**config.mk**
```make
export PLATFORM = sky130hd
export DESIGN_NAME = gpio_pad_cfg
export DESIGN_NICKNAME = d
export VERILOG_FILES = /design/src/rtl/gpio_cfg_pkg.sv /design/src/rtl/gpio_cfg_shift.sv /design/src/rtl/gpio_pad_cfg.sv
export SDC_FILE = /design/constraint.sdc
export NUM_CORES = 1
export LEC_CHECK = 0
export ABC_AREA = 1
export CORE_MARGIN = 5
export CORE_UTILIZATION = 54
export CTS_CLUSTER_SIZE = 14
export DETAILED_ROUTE_END_ITERATION = 10
export GPL_TIMING_DRIVEN = 1
export PLACE_DENSITY = 0.83
export SLEW_MARGIN = 0
export SYNTH_ARGS = -nofsm -noshare
export SYNTH_HDL_FRONTEND = slang
export SYNTH_SLANG_ARGS = --single-unit
export TNS_END_PERCENT = 5
```
**constraint.sdc**
```tcl
create_clock -name clk -period 3.85 [get_ports clk]
set_input_delay 0.77 -clock clk [delete_from_list [all_inputs] [get_ports clk]]
set_output_delay 0.77 -clock clk [all_outputs]
set_load 0.05 [all_outputs]
```
**src/rtl/gpio_cfg_pkg.sv**
```systemverilog
// Shared constants for the GPIO pad configuration block: shadow bit map,
// reset word, drive-mode encodings and the shift-register fill classifier.
package gpio_cfg_pkg;

  localparam int CFG_WIDTH = 13;
  localparam logic [CFG_WIDTH-1:0] RESET_CFG = 13'h0403;

  localparam int BIT_MGMT_EN     = 0;
  localparam int BIT_OEB_CFG     = 1;
  localparam int BIT_HOLDOVER    = 2;
  localparam int BIT_INP_DIS     = 3;
  localparam int BIT_IB_MODE_SEL = 4;
  localparam int BIT_ANALOG_EN   = 5;
  localparam int BIT_ANALOG_SEL  = 6;
  localparam int BIT_ANALOG_POL  = 7;
  localparam int BIT_SLOW_SEL    = 8;
  localparam int BIT_VTRIP_SEL   = 9;
  localparam int BIT_DM_LO       = 10;
  localparam int BIT_DM_HI       = 12;

  localparam logic [2:0] DM_INPUT  = 3'b001;
  localparam logic [2:0] DM_STRONG = 3'b110;

  localparam int CNT_WIDTH = 4;

  typedef enum logic [1:0] {
    FILL_EMPTY,
    FILL_PARTIAL,
    FILL_FULL,
    FILL_OVER
  } fill_state_t;

  // Classifies the shift count against the configured word length.
  function automatic fill_state_t fill_state(input logic [CNT_WIDTH-1:0] cnt,
                                             input logic [CNT_WIDTH-1:0] full);
    if (cnt == '0)
      return FILL_EMPTY;
    else if (cnt < full)
      return FILL_PARTIAL;
    else if (cnt == full)
      return FILL_FULL;
    else
      return FILL_OVER;
  endfunction

endpackage

```
**src/rtl/gpio_cfg_shift.sv**
```systemverilog
// Serial configuration shifter: shift register, saturating bit counter,
// registered daisy-chain output and commit/status pulses.
module gpio_cfg_shift #(
  parameter int CFG_WIDTH = gpio_cfg_pkg::CFG_WIDTH
) (
  input  logic                 clk,
  input  logic                 RSTB,
  input  logic                 serial_data_in,
  input  logic                 serial_shift_en,
  input  logic                 serial_load,
  output logic                 serial_data_out,
  output logic                 load_ok,
  output logic                 load_err,
  output logic [CFG_WIDTH-1:0] o_sreg,
  output logic                 o_commit
);
  import gpio_cfg_pkg::*;

  localparam logic [CNT_WIDTH-1:0] FULL_CNT = CNT_WIDTH'(CFG_WIDTH);
  localparam logic [CNT_WIDTH-1:0] CNT_MAX  = '1;

  logic [CFG_WIDTH-1:0] r_sreg;
  logic [CNT_WIDTH-1:0] r_cnt;
  logic                 r_sdo;
  logic                 r_ok;
  logic                 r_err;
  fill_state_t          w_fill;

  assign w_fill   = fill_state(r_cnt, FULL_CNT);
  // A load wins over a simultaneous shift, so it judges the pre-shift count.
  assign o_commit = serial_load && (w_fill == FILL_FULL);

  always_ff @(posedge clk) begin
    if (RSTB) begin
      r_sreg <= '0;
      r_cnt  <= '0;
      r_sdo  <= 1'b0;
      r_ok   <= 1'b0;
      r_err  <= 1'b0;
    end else begin
      r_ok  <= o_commit;
      r_err <= serial_load && !o_commit;
      if (serial_load) begin
        r_cnt <= '0;
      end else if (serial_shift_en) begin
        r_sreg <= {r_sreg[CFG_WIDTH-2:0], serial_data_in};
        r_sdo  <= r_sreg[CFG_WIDTH-1];
        if (r_cnt != CNT_MAX)
          r_cnt <= r_cnt + 1'b1;
      end
    end
  end

  assign serial_data_out = r_sdo;
  assign load_ok         = r_ok;
  assign load_err        = r_err;
  assign o_sreg          = r_sreg;

endmodule

```
**src/rtl/gpio_pad_cfg.sv**
```systemverilog
// Per-pad configuration block: serially loaded shadow register driving the
// static pad controls, plus the management/user ownership mux.
module gpio_pad_cfg #(
  parameter int                   CFG_WIDTH = gpio_cfg_pkg::CFG_WIDTH,
  parameter logic [CFG_WIDTH-1:0] RESET_CFG = gpio_cfg_pkg::RESET_CFG
) (
  input  logic       clk,
  input  logic       RSTB,
  input  logic       serial_data_in,
  input  logic       serial_shift_en,
  input  logic       serial_load,
  output logic       serial_data_out,
  output logic       load_ok,
  output logic       load_err,
  input  logic       mgmt_out,
  input  logic       mgmt_oeb,
  input  logic       user_out,
  input  logic       user_oeb,
  input  logic       pad_in,
  output logic       mgmt_in,
  output logic       user_in,
  output logic       pad_out,
  output logic       pad_oeb,
  output logic [2:0] pad_dm,
  output logic       pad_inp_dis,
  output logic       pad_ib_mode_sel,
  output logic       pad_vtrip_sel,
  output logic       pad_slow_sel,
  output logic       pad_holdover,
  output logic       pad_analog_en,
  output logic       pad_analog_sel,
  output logic       pad_analog_pol
);
  import gpio_cfg_pkg::*;

  logic [CFG_WIDTH-1:0] r_shadow;
  logic [CFG_WIDTH-1:0] w_sreg;
  logic                 w_commit;
  logic                 w_mgmt_en;

  gpio_cfg_shift #(
    .CFG_WIDTH(CFG_WIDTH)
  ) u_shift (
    .clk             (clk),
    .RSTB            (RSTB),
    .serial_data_in  (serial_data_in),
    .serial_shift_en (serial_shift_en),
    .serial_load     (serial_load),
    .serial_data_out (serial_data_out),
    .load_ok         (load_ok),
    .load_err        (load_err),
    .o_sreg          (w_sreg),
    .o_commit        (w_commit)
  );

  always_ff @(posedge clk) begin
    if (RSTB)
      r_shadow <= RESET_CFG;
    else if (w_commit)
      r_shadow <= w_sreg;
  end

  assign w_mgmt_en = r_shadow[BIT_MGMT_EN];

  // Ownership mux; the management side can force tri-state via oeb_cfg.
  assign pad_out = w_mgmt_en ? mgmt_out : user_out;
  assign pad_oeb = w_mgmt_en ? (mgmt_oeb | r_shadow[BIT_OEB_CFG]) : user_oeb;
  assign mgmt_in = w_mgmt_en & pad_in;
  assign user_in = !w_mgmt_en & pad_in;

  assign pad_dm          = r_shadow[BIT_DM_HI:BIT_DM_LO];
  assign pad_inp_dis     = r_shadow[BIT_INP_DIS];
  assign pad_ib_mode_sel = r_shadow[BIT_IB_MODE_SEL];
  assign pad_vtrip_sel   = r_shadow[BIT_VTRIP_SEL];
  assign pad_slow_sel    = r_shadow[BIT_SLOW_SEL];
  assign pad_holdover    = r_shadow[BIT_HOLDOVER];
  assign pad_analog_en   = r_shadow[BIT_ANALOG_EN];
  assign pad_analog_sel  = r_shadow[BIT_ANALOG_SEL];
  assign pad_analog_pol  = r_shadow[BIT_ANALOG_POL];

endmodule

```
==> flow_summary_export.csv <==
group,metric,value,unit
run_status,status,"complete, no violations",
logic_synthesis,synth_top_area_share,46.0,%
layout,seqCellArea,661,um^2
setup_path,path_class,"primary input to output pin",
global_routing,grt_use_met3,6.92,%
logic_synthesis,synth-seq-cells,33,
setup_path,cp_slowest_cell,"clkdlybuf4s50_1",
global_routing,use_met1,17.3,%
logic_synthesis,synthesis.area,1440,um^2
floorplanning,die_h,61.6,um
routing,drt_iter0_drc,52,
setup_path,path_cells,"clkdlybuf4s50_1 > nor2_1 > a21oi_1 > clkdlybuf4s50_1",
global_routing,grt_pass1_vias,1140,
worst_hold_path,hold_class,"flop to flop",
cts,clock_tree.buffer_depth,2,
floorplanning,die_area,3790,um^2
setup_path,path_buf_inv,2,
routing,postRouteAntennaNets,0,
power_and_ir_drop,powerDensity,417,nW/um^2
setup_path,required,3.08,ns
layout,fillers,197,
cts,clkSlewWorstSetupHoldPaths,0.10,ns
sta,max_slew.worst_pin.slew,0.622,ns
routing,totalWireLength,2.85,mm
routing,vias_per_cell,4.94,
power_and_ir_drop,comb_power_share,7.8,%
sta,fmax,0.335,GHz
floorplanning,row_count,18,
global_routing,grt_max_degree,28,
power_and_ir_drop,power.leakage,0.774,nW
global_routing,overflow,0,
setup_path,path_max_fanout,1,
job,max-cap-violations,0,
sta,tns,0,ns
setup_path,arrival,2.22,ns
routing,wire_per_inst,11.2,um
power_and_ir_drop,p_int,0.575,mW
placement,port_buffers,27,
power_and_ir_drop,seqPwrFrac,48.4,%
cts,cts_hold_buffers,0,
layout,antenna_cells,0,
setup_path,path_common_cell,"clkdlybuf4s50_1",
global_routing,grt.busiest_layer,"met2",
cts,cts_resized,0,
setup_path,start_kind,"primary input",
placement,hpwl,2.11,mm
sta,skew,0.00518,ns
setup_path,rrSetupSlack,2.16,ns
logic_synthesis,syn_area_per_cell,7.18,um^2
cts,ctsRootBufferMaster,"clkbuf_4",
cts,cts_buffers,5,
floorplanning,die_x,61.6,um
power_and_ir_drop,irDropWorstVdd,0.536,mV
routing,firstDrtPassIters,4,
global_routing,antenna_found_initial,0,
cts,cts_num_sinks,33,
layout,drive_above_1_share,5.36,%
power_and_ir_drop,fin_total_pwr,0.741,mW
global_routing,grt_pass1_wl,4.75,mm
logic_synthesis,syn_inst,200,
sta,maxSlewViolCount,0,
sta,finalSetupViolations,0,
routing,drc,0,
logic_synthesis,yosys.area.top_type,"dfxtp_1",
logic_synthesis,synth_area_leaders,"dfxtp_1 (46%), inv_1 (9.9%), nor2_1 (8.1%), nand2_1 (7.8%), nand3_1 (5.9%)",
sta,rsz0062_at_grt,"false",
sta,worst_hold_slack,0.471,ns
placement,globalplace.congestion,0.712,
routing,vias,1256,
power_and_ir_drop,p_clk_share,43.8,%
power_and_ir_drop,power_switching_share,22.3,%
sta,max_slew_margin,58.4,%
cts,cts_tree,"done",
logic_synthesis,synth.distinct_cells,21,
setup_path,end_kind,"output pin",
setup_path,slowest_delay,0.83,ns
layout,area_growth,23.9,%
logic_synthesis,synth_nets,213,
global_routing,track_usage,17.8,%
logic_synthesis,synth_warnings,0,
sta,fin_crit,2.99,ns
sta,finalCritPeriodShare,77.6,%
cts,htreeDepth,2,
layout,multi_input_area,564,um^2
layout,finalNetCount,236,
global_routing,use_met2,31.1,%
layout,final_cells,254,
floorplanning,io_pins,28,
cts,clk-insertion-delay-late,0.35,ns
logic_synthesis,ys_seq_area_share,46.0,%
setup_path,cp_top_family,"buffers and inverters",
power_and_ir_drop,power_switching,0.165,mW
cts,post_cts.repair.setup_buffers,0,
sta,final_hold_viol_count,0,
placement,dp.cells,246,
floorplanning,start_util,57.4,%
floorplanning,core,2500,um^2
state kept, by name, indices dropped and copies added, names as in the netlist:
name	cells
u_shift.r_cnt	4
u_shift.load_err	1
u_shift.serial_data_out	1
r_shadow	13
u_shift.o_sreg	13
u_shift.load_ok	1
tightest hold or removal path, delay by kind of cell, from the launching register on:
kind	cells	cell delay, ns
simple gates	2	0.10
flops	1	0.34
area by class of cell:
type	count	area share, %
flip-flops and latches	33	37.2
multi-input cells	118	31.7
well taps	30	2.11
repair buffers	27	15.2
inverters	38	8.02
clock buffers	5	2.11
clock inverters	3	3.66
layer usage:
layer	share of wire (%)	routed length, um	vias to the layer above
met2	53	1500	32
met5	0	0	-
met4	2.0	57	0
li1	-	-	659
met1	40	1130	557
met3	5.7	163	8
cells in the mapped netlist, drive strengths merged:
master / count
inv: 38
dfxtp: 33
nand2: 32
nor2: 32
nand3: 17
o21ai: 16
a21oi: 12
buf: 8
clkbuf: 3
ha: 3
nand3b: 2
nand4: 2
mux2: 1
nor3: 1
path summary, 6_finish.rpt:
path                          from           end  depth (start not counted)
hold reg to reg       r_shadow[10]  r_shadow[10]                          2
setup / recovery          user_oeb       pad_oeb                          4
setup reg to reg  u_shift.r_cnt[0]   r_shadow[5]                          9
hold / removal        r_shadow[10]  r_shadow[10]                          2
per-stage QoR:
step	instance area, um^2	utilization (%)	worst slack (ns)
finish	1780	71.1	0.862
global route	1780	71.1	0.810
CTS	1780	71.1	0.855
detailed placement	1680	67.0	0.851
global placement	1680	67.0	0.891
floorplan	1440	-	1.52
layout by cell type (no fill, tap or decap):
master,count
a21oi_1,12
bufinv_16,2
clkbuf_4,5
clkdlybuf4s50_1,27
clkinv_2,1
dfxtp_1,33
ha_1,3
inv_1,38
mux2_2,1
nand2_1,30
nand2_2,1
nand2_4,1
nand3_1,17
nand3b_1,2
nand4_1,2
nor2_1,31
nor2_4,1
nor3_1,1
o21ai_0,16
power by group through the flow:
stage	clock network (mW)	registers [mW]	logic, mW
after global placement	0	0.365	0.0555
after floorplan	0	0.369	0.0345
final	0.324	0.358	0.0581
after detailed placement	0	0.366	0.0583
after CTS	0.329	0.358	0.0586
after global routing	0.351	0.360	0.0647
logic make-up after synthesis:
logic type	after synthesis	share of synthesized area (%)
simple gates	86	26.2
buf+inv	49	14.6
flops	33	46.0
compound gates	28	9.76
fa+ha+maj	3	2.62
mux	1	0.785
No activity file was read; power rests on OpenSTA's default activity.
